File: config.mk
export PLATFORM = sky130hd
export DESIGN_NAME = sdr_rd_capture_flat
export DESIGN_NICKNAME = d
export VERILOG_FILES = /design/src/rtl/sdr_rd_capture_if.sv /design/src/rtl/sdr_rd_capture.sv /design/src/flat_wrapper.sv
export SDC_FILE = /design/constraint.sdc
export NUM_CORES = 1
export LEC_CHECK = 0
export BUFFER_PORTS_ARGS = -buffer_cell sky130_fd_sc_hd__buf_4
export CORE_UTILIZATION = 25
export CTS_BUF_LIST = sky130_fd_sc_hd__clkbuf_4 sky130_fd_sc_hd__clkbuf_8
export DETAILED_ROUTE_END_ITERATION = 10
export GPL_TIMING_DRIVEN = 0
export PLACE_DENSITY_LB_ADDON = 0.3
export SLEW_MARGIN = 20
export SYNTH_ARGS = -nofsm -noshare
export SYNTH_HDL_FRONTEND = slang
export SYNTH_SLANG_ARGS = --single-unit
File: constraint.sdc
create_clock -name CLK -period 3.35 [get_ports CLK]
set_input_delay 0.5025 -clock CLK [delete_from_list [all_inputs] [get_ports CLK]]
set_output_delay 0.5025 -clock CLK [all_outputs]
set_load 0.02 [all_outputs]
File: src/rtl/sdr_rd_capture_if.sv
// sdr_rd_capture_if
//   Groups the read-capture command inputs, the SDRAM DQ pad input and the host-side
//   read result signals into one bundle.
//   master : controller/host side (drives RD_CMD, RD_ABORT, CAS_LAT, BURST_LEN, DQ;
//            receives DATAOUT, DATAVALID, BUSY, RD_ERR, DATALAST)
//   slave  : sdr_rd_capture side (mirror image of master)
// Parameters
//   DSIZE  data width in bits (multiple of 8)
interface sdr_rd_capture_if #(
  parameter int DSIZE = 16
);
  logic             RD_CMD;
  logic             RD_ABORT;
  logic [1:0]       CAS_LAT;
  logic [3:0]       BURST_LEN;
  logic [DSIZE-1:0] DQ;
  logic [DSIZE-1:0] DATAOUT;
  logic             DATAVALID;
  logic             BUSY;
  logic             RD_ERR;
  logic             DATALAST;

  modport master (
    output RD_CMD, RD_ABORT, CAS_LAT, BURST_LEN, DQ,
    input  DATAOUT, DATAVALID, BUSY, RD_ERR, DATALAST
  );

  modport slave (
    input  RD_CMD, RD_ABORT, CAS_LAT, BURST_LEN, DQ,
    output DATAOUT, DATAVALID, BUSY, RD_ERR, DATALAST
  );
endinterface

File: src/rtl/sdr_rd_capture.sv
// sdr_rd_capture
//   Read-side SDRAM data capture. A READ command accepted in IDLE latches CAS latency and
//   burst length, waits CAS_LAT + RD_EXTRA_DLY clocks, then samples DQ once per clock for
//   the burst length into a registered DATAOUT with a one-cycle DATAVALID strobe.
// Ports
//   CLK        system clock
//   RESET_N    asynchronous active-low reset
//   bus.RD_CMD     1-cycle READ-issued pulse
//   bus.RD_ABORT   1-cycle burst-terminate pulse
//   bus.CAS_LAT    CAS latency (2 or 3 legal)
//   bus.BURST_LEN  beats per read (1..MAX_BURST)
//   bus.DQ         SDRAM DQ pad input
//   bus.DATAOUT    captured beat (holds last value when DATAVALID=0)
//   bus.DATAVALID  DATAOUT carries a new beat this cycle
//   bus.BUSY       read in flight, RD_CMD must not be pulsed
//   bus.RD_ERR     1-cycle pulse: RD_CMD rejected (busy or illegal config)
//   bus.DATALAST   final-beat marker, only driven when SDR_RD_LAST_EN is defined
// Configuration macro
//   SDR_RD_LAST_EN  enables DATALAST generation; otherwise DATALAST is tied 0.
module sdr_rd_capture #(
  parameter int DSIZE        = 16,
  parameter int MAX_BURST    = 8,
  parameter int RD_EXTRA_DLY = 1
) (
  input  logic             CLK,
  input  logic             RESET_N,
  sdr_rd_capture_if.slave  bus
);

  localparam int         BW     = $clog2(MAX_BURST) + 1;
  localparam logic [3:0] MAX_BL = 4'(MAX_BURST);
  localparam logic [2:0] EXTRA  = 3'(RD_EXTRA_DLY);

  typedef enum logic [1:0] {
    IDLE,
    WAIT,
    CAPT
  } state_t;

  state_t           state;
  logic [2:0]       lat_cnt;
  logic [BW-1:0]    beat_cnt;
  logic [BW-1:0]    beat_last;
  logic [DSIZE-1:0] dataout_q;
  logic             valid_q;
  logic             busy_q;
  logic             err_q;

  logic             cfg_ok;
  logic             final_beat;

  always_comb begin
    cfg_ok = ((bus.CAS_LAT == 2'd2) || (bus.CAS_LAT == 2'd3)) &&
             (bus.BURST_LEN != 4'd0) && (bus.BURST_LEN <= MAX_BL);
    final_beat = (beat_cnt == beat_last) || bus.RD_ABORT;
  end

  // The state returns to IDLE on the edge of the final capture, but busy_q stays high
  // for the DATAVALID cycle that follows; an RD_CMD sampled while busy_q is still set in
  // IDLE is therefore rejected, so a new burst starts only once BUSY has been seen low.
  // lat_cnt is loaded with L-1 so that the first capture lands exactly L edges after E0.
  always_ff @(posedge CLK or negedge RESET_N) begin
    if (!RESET_N) begin
      state     <= IDLE;
      lat_cnt   <= '0;
      beat_cnt  <= '0;
      beat_last <= '0;
      dataout_q <= '0;
      valid_q   <= 1'b0;
      busy_q    <= 1'b0;
      err_q     <= 1'b0;
    end else begin
      valid_q <= 1'b0;
      err_q   <= 1'b0;
      case (state)
        IDLE: begin
          busy_q <= 1'b0;
          if (bus.RD_CMD) begin
            if (busy_q || !cfg_ok) begin
              err_q <= 1'b1;
            end else begin
              state     <= WAIT;
              busy_q    <= 1'b1;
              lat_cnt   <= {1'b0, bus.CAS_LAT} + EXTRA - 3'd1;
              beat_last <= BW'(bus.BURST_LEN - 4'd1);
              beat_cnt  <= '0;
            end
          end
        end

        WAIT: begin
          if (bus.RD_CMD) begin
            err_q <= 1'b1;
          end
          if (bus.RD_ABORT) begin
            state  <= IDLE;
            busy_q <= 1'b0;
          end else if (lat_cnt == 3'd1) begin
            state <= CAPT;
          end else begin
            lat_cnt <= lat_cnt - 3'd1;
          end
        end

        CAPT: begin
          if (bus.RD_CMD) begin
            err_q <= 1'b1;
          end
          dataout_q <= bus.DQ;
          valid_q   <= 1'b1;
          beat_cnt  <= beat_cnt + BW'(1);
          if (final_beat) begin
            state <= IDLE;
          end
        end

        default: begin
          state  <= IDLE;
          busy_q <= 1'b0;
        end
      endcase
    end
  end

`ifdef SDR_RD_LAST_EN
  logic last_q;

  always_ff @(posedge CLK or negedge RESET_N) begin
    if (!RESET_N) begin
      last_q <= 1'b0;
    end else begin
      last_q <= (state == CAPT) && final_beat;
    end
  end

  assign bus.DATALAST = last_q;
`else
  assign bus.DATALAST = 1'b0;
`endif

  assign bus.DATAOUT   = dataout_q;
  assign bus.DATAVALID = valid_q;
  assign bus.BUSY      = busy_q;
  assign bus.RD_ERR    = err_q;

endmodule

File: src/flat_wrapper.sv
// flat-port wrapper written by rule: the top's interface ports become plain ports
module sdr_rd_capture_flat 
#(
  parameter int DSIZE        = 16,
  parameter int MAX_BURST    = 8,
  parameter int RD_EXTRA_DLY = 1
)
  (CLK, RESET_N, bus_RD_CMD, bus_RD_ABORT, bus_CAS_LAT, bus_BURST_LEN, bus_DQ, bus_DATAOUT, bus_DATAVALID, bus_BUSY, bus_RD_ERR, bus_DATALAST);
  sdr_rd_capture_if #(.DSIZE(DSIZE)) bus_i ();
  input  logic CLK;
  input  logic RESET_N;
  input wire logic [$bits(bus_i.RD_CMD)-1:0] bus_RD_CMD;
  input wire logic [$bits(bus_i.RD_ABORT)-1:0] bus_RD_ABORT;
  input wire logic [$bits(bus_i.CAS_LAT)-1:0] bus_CAS_LAT;
  input wire logic [$bits(bus_i.BURST_LEN)-1:0] bus_BURST_LEN;
  input wire logic [$bits(bus_i.DQ)-1:0] bus_DQ;
  output wire logic [$bits(bus_i.DATAOUT)-1:0] bus_DATAOUT;
  output wire logic [$bits(bus_i.DATAVALID)-1:0] bus_DATAVALID;
  output wire logic [$bits(bus_i.BUSY)-1:0] bus_BUSY;
  output wire logic [$bits(bus_i.RD_ERR)-1:0] bus_RD_ERR;
  output wire logic [$bits(bus_i.DATALAST)-1:0] bus_DATALAST;
  assign bus_i.RD_CMD = bus_RD_CMD;
  assign bus_i.RD_ABORT = bus_RD_ABORT;
  assign bus_i.CAS_LAT = bus_CAS_LAT;
  assign bus_i.BURST_LEN = bus_BURST_LEN;
  assign bus_i.DQ = bus_DQ;
  assign bus_DATAOUT = bus_i.DATAOUT;
  assign bus_DATAVALID = bus_i.DATAVALID;
  assign bus_BUSY = bus_i.BUSY;
  assign bus_RD_ERR = bus_i.RD_ERR;
  assign bus_DATALAST = bus_i.DATALAST;
  sdr_rd_capture #(.DSIZE(DSIZE), .MAX_BURST(MAX_BURST), .RD_EXTRA_DLY(RD_EXTRA_DLY)) u_core (.CLK(CLK), .RESET_N(RESET_N), .bus(bus_i));
endmodule
# Yosys cells after proc, flatten, opt, wreduce, memory -nomap -nowiden
# Index checks and enable logic that the tools add are counted.
totals:
  inputBits: 26
  elab_cells: 68
  output_inout_bits: 20
  reg_bits: 32
classes:
  reduce_logical: 16
  eq_ne: 13
  bitwise: 2
  n_mux: 23
  n_addsub: 5
  n_lt_le_gt_ge: 1
op_table:
  columns: ["op", "n"]
  rows:
  - ["2-to-1 mux 3 bit", 4]
  - ["2-to-1 mux 2 bit", 5]
  - ["!= test 2 bit (second input constant)", 5]
  - ["2-to-1 mux 4 bit", 2]
  - ["case mux 4 bit (2 select lines)", 1]
  - ["2-to-1 mux 1 bit", 7]
  - ["equality test 2 bit (second input constant)", 3]
  - ["case mux 2 bit (3 select lines)", 1]
  - ["case mux 3 bit (2 select lines)", 1]
  - ["AND reduction 3 bit", 2]
  - ["subtractor 3 x 1 -> 3 bit (second input constant)", 2]
  - ["AND reduction 5 bit", 1]
  - ["adder 4 x 1 -> 4 bit (second input constant)", 1]
  - ["equality test 4 bit", 1]
  - ["less-or-equal comparator 4 bit (second input constant)", 1]
  - ["AND reduction 4 bit", 1]
  - ["nonzero test 2 bit", 2]
  - ["nonzero test 4 bit", 1]
  - ["subtractor 4 x 1 -> 4 bit (second input constant)", 1]
  - ["adder 2 x 1 -> 3 bit (second input constant)", 1]
  - ["equality test 3 x 1 -> 1 bit (second input constant)", 1]
  - ["logical OR 1 bit", 3]
  - ["!= test 3 x 2 -> 1 bit (second input constant)", 1]
  - ["case mux 1 bit (3 select lines)", 1]
  - ["other kinds (9)", 11]

# Longest topological paths before layout
# Gate-level depths: netlist (run 1).
logic_depth:
  depth_word: 9
  depth_mapped: 8
  depth_no_buf: 7

# Worst setup path before layout (run 1)
# OpenSTA, ideal clock, no wires.
synth_path:
  path_type: "input -> register"
  from: "input bus_BURST_LEN[0]"
  to: "register u_core.state[0]"
  setup_time_ns: 0.128
  t_arrival_ns: 1.775
  path_buffers: 1
  required_ns: 3.222
  slack_ns: 1.447
  cell_stages: 8
  cell_sequence: "inv_1 ha_1 nor2b_4 xnor2_2 a21boi_2 buf_6 nor3_1 mux2_1"
synth_between:
  elab_chain_cells: 7
  word_cells_on_any_way: 8
  cone_classes: "1 x order compare; 1 x eq/ne; 6 x reduce/logical"
synth_rtl:
  columns: ["item", "line", "source"]
  rows:
  - ["start: declaration", "flat_wrapper.sv:15", "input wire logic [$bits(bus_i.BURST_LEN)-1:0] bus_BURST_LEN;"]
  - ["branches (longest 2 deep; another with less-or-equal comparator 4 bit)", null, null]
  - ["logical AND 1 bit *", "sdr_rd_capture.sv:54", "(bus.BURST_LEN != 4'd0) && (bus.BURST_LEN <= MAX_BL);"]
  - ["logical NOT 1 bit *", "sdr_rd_capture.sv:79", "if (busy_q || !cfg_ok) begin"]
  - ["logical OR 1 bit *", "sdr_rd_capture.sv:79", null]
  - ["!= test 2 bit (no source line) *", null, null]
  - ["AND reduction 4 bit (no source line) *", null, null]
  - ["end signal: assignment", "sdr_rd_capture.sv:82", "state <= WAIT;"]
  - ["end signal: assignment", "sdr_rd_capture.sv:96", "state <= IDLE;"]
  - ["end signal: assignment", "sdr_rd_capture.sv:99", "state <= CAPT;"]
  - ["end: declaration", "sdr_rd_capture.sv:40", "state_t state;"]
# Mark *: on every way between the ends.
# A chain may end at the register's enable or synchronous reset.

# Worst setup path in the final report (run 1)
layout_path:
  from: "register u_core.state[1]"
  to: "register u_core.lat_cnt[2]"
layout_between:
  elab_chain_cells: 3
  word_cells_on_any_way: 9
  cone_classes: "5 x eq/ne; 1 x mux; 3 x reduce/logical"
layout_rtl:
  columns: ["item", "line", "source"]
  rows:
  - ["start signal: assignment", "sdr_rd_capture.sv:64", "state <= IDLE;"]
  - ["start signal: assignment", "sdr_rd_capture.sv:82", null]
  - ["start signal: assignment", "sdr_rd_capture.sv:96", null]
  - ["equality test 2 x 1 -> 1 bit / logical NOT 2 bit (equally long branches)", "sdr_rd_capture.sv:75", "case (state)"]
  - ["!= test 2 bit (no source line) / nonzero test 2 bit (equally long branches)", null, null]
  - ["AND reduction 5 bit (no source line)", null, null]
  - ["end signal: assignment", "sdr_rd_capture.sv:84", "lat_cnt <= {1'b0, bus.CAS_LAT} + EXTRA - 3'd1;"]
  - ["end signal: assignment", "sdr_rd_capture.sv:101", "lat_cnt <= lat_cnt - 3'd1;"]
  - ["end: declaration", "sdr_rd_capture.sv:41", "logic [2:0] lat_cnt;"]
# Parallel ways exist; a longest one is shown, timed or not.

==> flow_summary.ini, run 1 <==
[logic_synthesis]
synth_common_cells = dfrtp_1 (32), mux2_2 (17), ha_1 (9), nand2_1 (9), o21ai_0 (8)
syn_inst = 136
synth_top_area_frac = 0.499
ys_seq_elements = 32
synth_area_per_cell_sq_um = 11.8
yosysWarnings = 0
synthFlopType = dfrtp_1
synth_cell_types = 38
synth_area_leaders = dfrtp_1 (50%), mux2_2 (12%), ha_1 (7.0%), o21ai_0 (2.5%), xor2_1 (2.2%)
netlist_area_sq_mm = 0.00161
ys_seq_area_frac = 0.499
synth_fp_nets = 171
synth-edff-count = 0
synth_most_common_cell = dfrtp_1
ys_async_sr_fraction = 1.00
synth_top_area_cell = dfrtp_1

[critical_path]
r2r_setup_slack_ns = 1.39
cp_slowest_cell = dfrtp_1
r2r_cells = 7
crit_chain = inv_1 -> ha_1 -> and2b_2 -> and2_4 -> a21oi_2 -> or2_1 -> a211o_1
path_max_fanout = 8
arrival_ns = 2.13
crit_buf_inv = 1
cp-end-kind = flip-flop
worstReg2RegEnd = u_core.lat_cnt[2]
critPathLaunchType = flip-flop
worstSetupPathType = flip-flop to flip-flop
crit_required_ns = 3.52
r2r_start = u_core.state[1]
crit_family = simple AND/OR/NAND/NOR gates
crit_path_max_incr_delay_ns = 0.42
startpoint = u_core.state[1]

[grt]
grt_max_degree = 33
antenna_found_initial = 0
grt_pass1_wl_microns = 5200
grt_usage = 0.105
grt_overflow = 0
grt_pass1_vias = 1114

[cts]
postCtsHoldBufs = 0
clockRootBuffer = clkbuf_8
cts_setup_buffers = 0
cts_tree = done
clk_latency_ns = 0.28
cts_resized = 0
path_clk_slew_ns = 0.06
cts_sinks = 32
cts_htree_levels = 2
cts_buffers = 5
cts.path.max_buffers = 2

[sta]
worst_pin_slew_ns = 0.594
rsz0062_at_grt = no
max_freq_mhz = 510
finalSetupViolCount = 0
finalMaxSlewViolations = 0
fin_crit_sh = 0.585
hold_viol_final = 0
relSlewSlack = 0.604
fin_crit_ns = 1.96
fin_skew_ns = 0.00359
tns_ns = 0

[pwr]
ir_drop_mv = 0.269
leakage_uw = 0.00104
power.density_mw_per_mm2 = 844
power_uw = 1790

[job]
drv_cap = 0

[detailed_routing]
vias_per_cell = 4.36
drcViolationCount = 0
wl_per_cell_microns = 11.7
antenna_left = 0
wirelength_microns = 3080
first_pass_iters = 4
drt_iter0_drc = 77
vias = 1147

[placed_design]
place.gp.congestion = 0.697
dp_hpwl_microns = 2290
dpl_cell_area_sq_mm = 0.00203
place_inst = 255
io_buffers = 44

[floorplan]
num_rows = 28
initial_utilization = 0.265
dieWidth_microns = 82.1
core_sq_mm = 0.00606
die_area_sq_mm = 0.00675
pin_count = 46
fp.dieH_microns = 82.1

[layout]
post-route-cell-area_sq_mm = 0.00213
final_cells = 263
drive_gt1_frac = 0.420
fin_nets = 222
syn_to_final_growth_pct = 32.5
n_antenna_cell = 0

[run_status]
outcome = finished clean

[worst_hold_path]
hold_path.class = input pin to asynchronous set/reset pin
==> metal layers <==
metal,up-vias,track usage,routed length [microns]
li1,567,-,-
met5,-,0,0
met3,5,0.0407,157
met1,548,0.126,1430
met4,0,0.0368,44
met2,27,0.170,1450
==> worst reg2reg max path: cells and delay by family, from the launching register on <==
family                   cells  cell delay (ns)
flip-flops                   1             0.42
adder cells (fa/ha/maj)      1             0.31
AND/OR/NAND/NOR              3             0.65
AO/OA/AOI/OAI                2             0.35
buffers and inverters        1             0.12
==> report_power, final <==
part           total (uW)  switching, uW  leakage, uW  internal (uW)
Sequential            647           95.0     0.000399            552
Clock                 322            138    0.0000523            184
Combinational         826            417     0.000585            408
Total                1790            651      0.00104           1140
==> placed cells by master, fill, tap and decap left out, types with 2 or more instances in the layout <==
cell type / Yosys / routed
buf_4: 1 / 45
buf_1: 2 / 2
a211o_1: 2 / 2
nand2_1: 9 / 9
nand3_1: 2 / 2
a21oi_1: 4 / 4
nor2_1: 2 / 2
ha_1: 9 / 9
nor3b_1: 2 / 2
xnor2_1: 2 / 2
o21ai_0: 8 / 8
nor3_1: 5 / 5
dfrtp_1: 32 / 32
clkbuf_8: 0 / 6
nor2b_1: 2 / 2
xor2_1: 4 / 4
nand2b_1: 3 / 3
o31ai_1: 3 / 3
mux2_2: 17 / 17
clkbuf_4: 0 / 2
inv_1: 7 / 7
nor4_1: 2 / 2
==> sequential cells by signal, indices dropped and copies added, names as in the netlist <==
signal and flops:
u_core.bus.DATAOUT 16, u_core.beat_last 4, u_core.bus.RD_ERR 1, u_core.bus.DATAVALID 1, u_core.state 2, u_core.bus.BUSY 1
u_core.lat_cnt 3, u_core.beat_cnt 4
==> metrics by stage <==
stage | hold WS, ns | worst slack, ns | util
6_report | 0.147 | 1.39 | 0.351
5_1_grt | 0.186 | 1.24 | 0.351
4_1_cts | 0.168 | 1.36 | 0.351
3_5_place_dp | 0.475 | 1.20 | 0.335
3_3_place_gp | 0.484 | 1.20 | 0.335
2_1_floorplan | 0.207 | 1.45 | -
==> cell type report <==
cell class                 instances  area [sq um]
fill                             639          3930
sequential                        32           801
multi-input combinational         92           747
timing repair buffer              44           330
clock buffer                       8          97.6
tap                               75          93.8
buffer                             5          31.3
inverter                           7          26.3
==> kinds of logic (layout without fill, tap and decap cells) <==
kind of cell,after synthesis,count (layout),share of synthesized area
other cells,1,1,0.00234
compound gates,22,22,0.0982
fa+ha+maj,9,9,0.0701
mux,18,18,0.126
flops,32,32,0.499
buf+inv,12,64,0.0359
xor+xnor,7,7,0.0429
simple gates,35,35,0.125
==> how the worst max path moves through the flow <==
stage / endpoint / slack [ns] / cells past startpoint
final: u_core.lat_cnt[2] / 1.39 / 7
after global routing: u_core.beat_cnt[3] / 1.24 / 7
after CTS: u_core.lat_cnt[2] / 1.36 / 7
after detailed placement: u_core.state[0] / 1.20 / 9
after global placement: u_core.state[0] / 1.20 / 9
after floorplan: u_core.state[0] / 1.45 / 8
(Power assumes the default switching activity.)
==> run 2: changes to the inputs <==
==> constraint.sdc (replaced) <==
create_clock -name CLK -period 1.86 [get_ports CLK]
set_input_delay 0.279 -clock CLK [delete_from_list [all_inputs] [get_ports CLK]]
set_output_delay 0.279 -clock CLK [all_outputs]
set_load 0.02 [all_outputs]
==> flow_summary.ini, run 2 (synthesized netlist as in run 1, its figures left out) <==
[run_status]
outcome = finished clean

[pwr]
power.density_mw_per_mm2 = 1520
p_switching_uw = 1210
power_frac_comb = 0.468
seqPwrFrac = 0.356
clockPowerShare = 0.176
p_sw_frac = 0.365
p_int_uw = 2090
leakage_uw = 0.00105
ir_drop_mv = 0.483

[layout]
drive_gt1_frac = 0.460
mostFrequentLayoutCells = buf_4 (45), dfrtp_1 (31), mux2_2 (17)
final_cells = 264
n_antenna_cell = 0
syn_to_final_growth_pct = 35.0
final_common_cell = buf_4
fin_nets = 223
post-route-cell-area_sq_mm = 0.00217
largest_reg_flops = 16
final_util = 0.358

[job]
drv_cap = 0

[critical_path]
crit_chain = inv_2 -> ha_4 -> and2b_2 -> and2_4 -> a21oi_2 -> or2_1 -> a211o_1
critPathLaunchType = flip-flop
cp_slowest_cell = dfrtp_1
crit_path_max_incr_delay_ns = 0.43
arrival_ns = 1.95
crit_buf_inv = 1
worstReg2RegEnd = u_core.lat_cnt[2]
crit_family = simple AND/OR/NAND/NOR gates
crit_required_ns = 2.03
r2r_cells = 7
worstSetupPathType = flip-flop to flip-flop
path_max_fanout = 8
r2r_start = u_core.state[1]
r2r_setup_slack_ns = 0.07
cp-end-kind = flip-flop

[detailed_routing]
drcViolationCount = 0
first_pass_iters = 4
antenna_left = 0
vias = 1160
wl_per_cell_microns = 12.0
wirelength_microns = 3170
drt_iter0_drc = 69
vias_per_cell = 4.39

[sta]
finalSetupViolCount = 0
fin_skew_ns = 0.00325
fin_crit_sh = 0.960
rsz0062_at_grt = no
finalMaxSlewViolations = 0
setup_slack_ns = 0.0742
fin_crit_ns = 1.79
hold_viol_final = 0
holdWs_ns = 0.208
max_freq_mhz = 560

[floorplan]
core_sq_mm = 0.00606
initial_utilization = 0.265
dieWidth_microns = 82.1
pin_count = 46
num_rows = 28
die_area_sq_mm = 0.00675
fp.dieH_microns = 82.1

[grt]
grt_overflow = 0
grt_max_degree = 33
grt_usage = 0.106
grt_pass1_wl_microns = 5240
antenna_found_initial = 0
grt_pass1_vias = 1125

[placed_design]
place_inst = 255
place.gp.congestion = 0.697
dp_slack_ns = -0.117
io_buffers = 44
dpl_cell_area_sq_mm = 0.00203
dp_hpwl_microns = 2290

[cts]
cts_sinks = 32
clk_latency_ns = 0.28
clockRootBuffer = clkbuf_8
path_clk_slew_ns = 0.06
cts.path.max_buffers = 2
cts_buffers = 5
cts_tree = done
cts_htree_levels = 2

[worst_hold_path]
min_from = bus_BURST_LEN[0]
min_path_cells = 2
hold_path.class = input pin to flip-flop
whs_endpoint = u_core.beat_last[0]
-- run 2: cell type report --
cell class | count | area (sq um)
multi-input combinational | 92 | 773
fill | 631 | 3890
buffer | 5 | 33.8
clock buffer | 8 | 97.6
sequential | 32 | 802
timing repair buffer | 45 | 340
inverter | 7 | 26.3
tap | 75 | 93.8
-- run 2: power by group through the flow --
stage                     Combinational, uW  Clock (uW)  Sequential (uW)
after floorplan                         751           0             1400
after global placement                 1500           0             1180
after detailed placement               1520           0             1180
after CTS                              1540         607             1180
after global routing                   1710         640             1220
final                                  1550         580             1170
-- run 2: repair_timing --
item                                    in CTS  in global routing
pin swaps                                    0                  0
endpoints found under the setup margin      20                  7
endpoints found under the hold margin       32                  0
hold buffers                                 1                  0
gates resized for setup                      4                  5
buffers inserted                             0                  0
-- run 2: routing by layer --
metal / GRT usage / vias to the layer above / share of wire
met5: 0 / - / 0
met4: 0.0368 / 0 / 0.014
met3: 0.0407 / 5 / 0.050
met2: 0.171 / 27 / 0.48
met1: 0.127 / 559 / 0.45
li1: - / 569 / -
-- run 2: worst max-delay path by stage --
| stage | start | to | slack [ns] | cells after the start |
|---|---|---|---|---|
| finish | u_core.state[1] | u_core.lat_cnt[2] | 0.07 | 7 |
| global route | u_core.state[1] | u_core.lat_cnt[2] | 0.005 | 7 |
| CTS | u_core.state[0] | u_core.state[0] | -0.05 | 6 |
| detailed placement | u_core.state[1] | u_core.lat_cnt[2] | -0.12 | 7 |
| global placement | u_core.state[1] | u_core.lat_cnt[2] | -0.08 | 7 |
| floorplan | u_core.state[1] | u_core.lat_cnt[2] | 0.13 | 7 |
-- run 2: stage by stage --
| stage | setup TNS [ns] | power [uW] |
|---|---|---|
| 6_report | 0 | 3300 |
| 4_1_cts | -0.0494 | 3320 |
| 3_3_place_gp | -0.781 | 2670 |
| 5_1_grt | 0 | 3570 |
| 3_5_place_dp | -1.24 | 2700 |
| 2_1_floorplan | 0 | 2150 |
==> run 3: changes to the inputs <==
--- a/config.mk
+++ b/config.mk
@@ -7,7 +7,7 @@
 export LEC_CHECK = 0
 export BUFFER_PORTS_ARGS = -buffer_cell sky130_fd_sc_hd__buf_4
 export CORE_UTILIZATION = 25
-export CTS_BUF_LIST = sky130_fd_sc_hd__clkbuf_4 sky130_fd_sc_hd__clkbuf_8
+export CTS_BUF_LIST = sky130_fd_sc_hd__clkbuf_8 sky130_fd_sc_hd__clkbuf_16
 export DETAILED_ROUTE_END_ITERATION = 10
 export GPL_TIMING_DRIVEN = 0
 export PLACE_DENSITY_LB_ADDON = 0.3
==> flow_summary.ini, run 3 (synthesized netlist as in run 1, its figures left out) <==
[cts]
cts_sinks = 32
path_clk_slew_ns = 0.06
cts.path.max_buffers = 2
cts_tree = done
clockRootBuffer = clkbuf_8
cts_buffers = 5
clk_latency_ns = 0.28
cts_htree_levels = 2

[pwr]
ir_drop_mv = 0.484
power.density_mw_per_mm2 = 1510
leakage_uw = 0.00105

[detailed_routing]
wirelength_microns = 3170
first_pass_iters = 4
drcViolationCount = 0
vias_per_cell = 4.39
vias = 1160
wl_per_cell_microns = 12.0
antenna_left = 0
drt_iter0_drc = 69

[grt]
grt_usage = 0.106
grt_overflow = 0
antenna_found_initial = 0
grt_pass1_wl_microns = 5240
grt_max_degree = 33
grt_pass1_vias = 1125

[sta]
fin_crit_sh = 0.960
holdWs_ns = 0.208
finalMaxSlewViolations = 0
finalSetupViolCount = 0
setup_slack_ns = 0.0744
max_freq_mhz = 560
rsz0062_at_grt = no
hold_viol_final = 0
fin_skew_ns = 0.00306
fin_crit_ns = 1.79

[layout]
drive_gt1_frac = 0.450
fin_nets = 223
final_common_cell = buf_4
largest_reg_flops = 16
n_antenna_cell = 0
mostFrequentLayoutCells = buf_4 (45), dfrtp_1 (31), mux2_2 (17)
final_util = 0.356
syn_to_final_growth_pct = 34.5
final_cells = 264
post-route-cell-area_sq_mm = 0.00216

[critical_path]
r2r_setup_slack_ns = 0.07
crit_required_ns = 2.03
critPathLaunchType = flip-flop
arrival_ns = 1.95
cp-end-kind = flip-flop
worstReg2RegEnd = u_core.lat_cnt[2]
path_max_fanout = 8
r2r_cells = 7
r2r_start = u_core.state[1]
worstSetupPathType = flip-flop to flip-flop

[worst_hold_path]
min_from = bus_BURST_LEN[0]
hold_path.class = input pin to flip-flop
min_path_cells = 2
whs_endpoint = u_core.beat_last[0]

[floorplan]
num_rows = 28
core_sq_mm = 0.00606
initial_utilization = 0.265
die_area_sq_mm = 0.00675
pin_count = 46
dieWidth_microns = 82.1
fp.dieH_microns = 82.1

[placed_design]
io_buffers = 44
place.gp.congestion = 0.697
place_inst = 255
dpl_cell_area_sq_mm = 0.00203
dp_hpwl_microns = 2290
dp_slack_ns = -0.117

[run_status]
outcome = finished clean

[job]
drv_cap = 0
-- run 3: cell types whose count changed in the layout (fill, tap and decap cells not counted), sizes merged --
| cell | delta |
|---|---|
| clkbuf | -2 |
| inv | +2 |
-- run 3: where the power goes --
group | total, uW | switching, uW | internal [uW]
Combinational | 1550 | 779 | 766
Sequential | 1170 | 177 | 997
Clock | 541 | 250 | 291
-- run 3: layout make-up --
cell class	count	area (sq um)
plain buffers	5	33.8
clock buffers	6	82.6
clock inverters	2	7.51
fillers	635	3900
inverters	7	26.3
multi-input cells	92	773
flip-flops and latches	32	802
well taps	75	93.8
repair buffers	45	340
-- run 3: worst max-delay path: stages, from the launching register on --
cell	delay [ns]
dfrtp_1	0.43
inv_2	0.11
ha_4	0.18
and2b_2	0.19
and2_4	0.15
a21oi_2	0.05
or2_1	0.26
a211o_1	0.30
-- run 3: per-layer routing --
metal | track usage | part of all wire | up-vias
li1 | - | - | 569
met1 | 0.127 | 0.46 | 559
met2 | 0.171 | 0.48 | 27
met3 | 0.0407 | 0.050 | 5
met4 | 0.0368 | 0.014 | 0
met5 | 0 | 0 | -
-- run 3: worst max-delay path by stage --
stage | start | end | slack (ns) | depth (start not counted)
after floorplan | u_core.state[1] | u_core.lat_cnt[2] | 0.13 | 7
after global placement | u_core.state[1] | u_core.lat_cnt[2] | -0.08 | 7
after detailed placement | u_core.state[1] | u_core.lat_cnt[2] | -0.12 | 7
after CTS | u_core.state[0] | u_core.state[0] | -0.05 | 6
after global routing | u_core.state[1] | u_core.lat_cnt[2] | 0.005 | 7
final | u_core.state[1] | u_core.lat_cnt[2] | 0.07 | 7
-- run 3: stage by stage --
step,power (uW),setup TNS (ns)
3_5_place_dp,2700,-1.24
3_3_place_gp,2670,-0.781
4_1_cts,3280,-0.0494
2_1_floorplan,2150,0
6_report,3260,0
5_1_grt,3530,0
-- run 3: repair_timing --
action	in CTS	in global routing
gates cloned	0	0
setup endpoints to repair	20	7
hold buffers	1	0
gates resized for setup	4	5
hold endpoints to repair	32	0
setup buffers	0	0
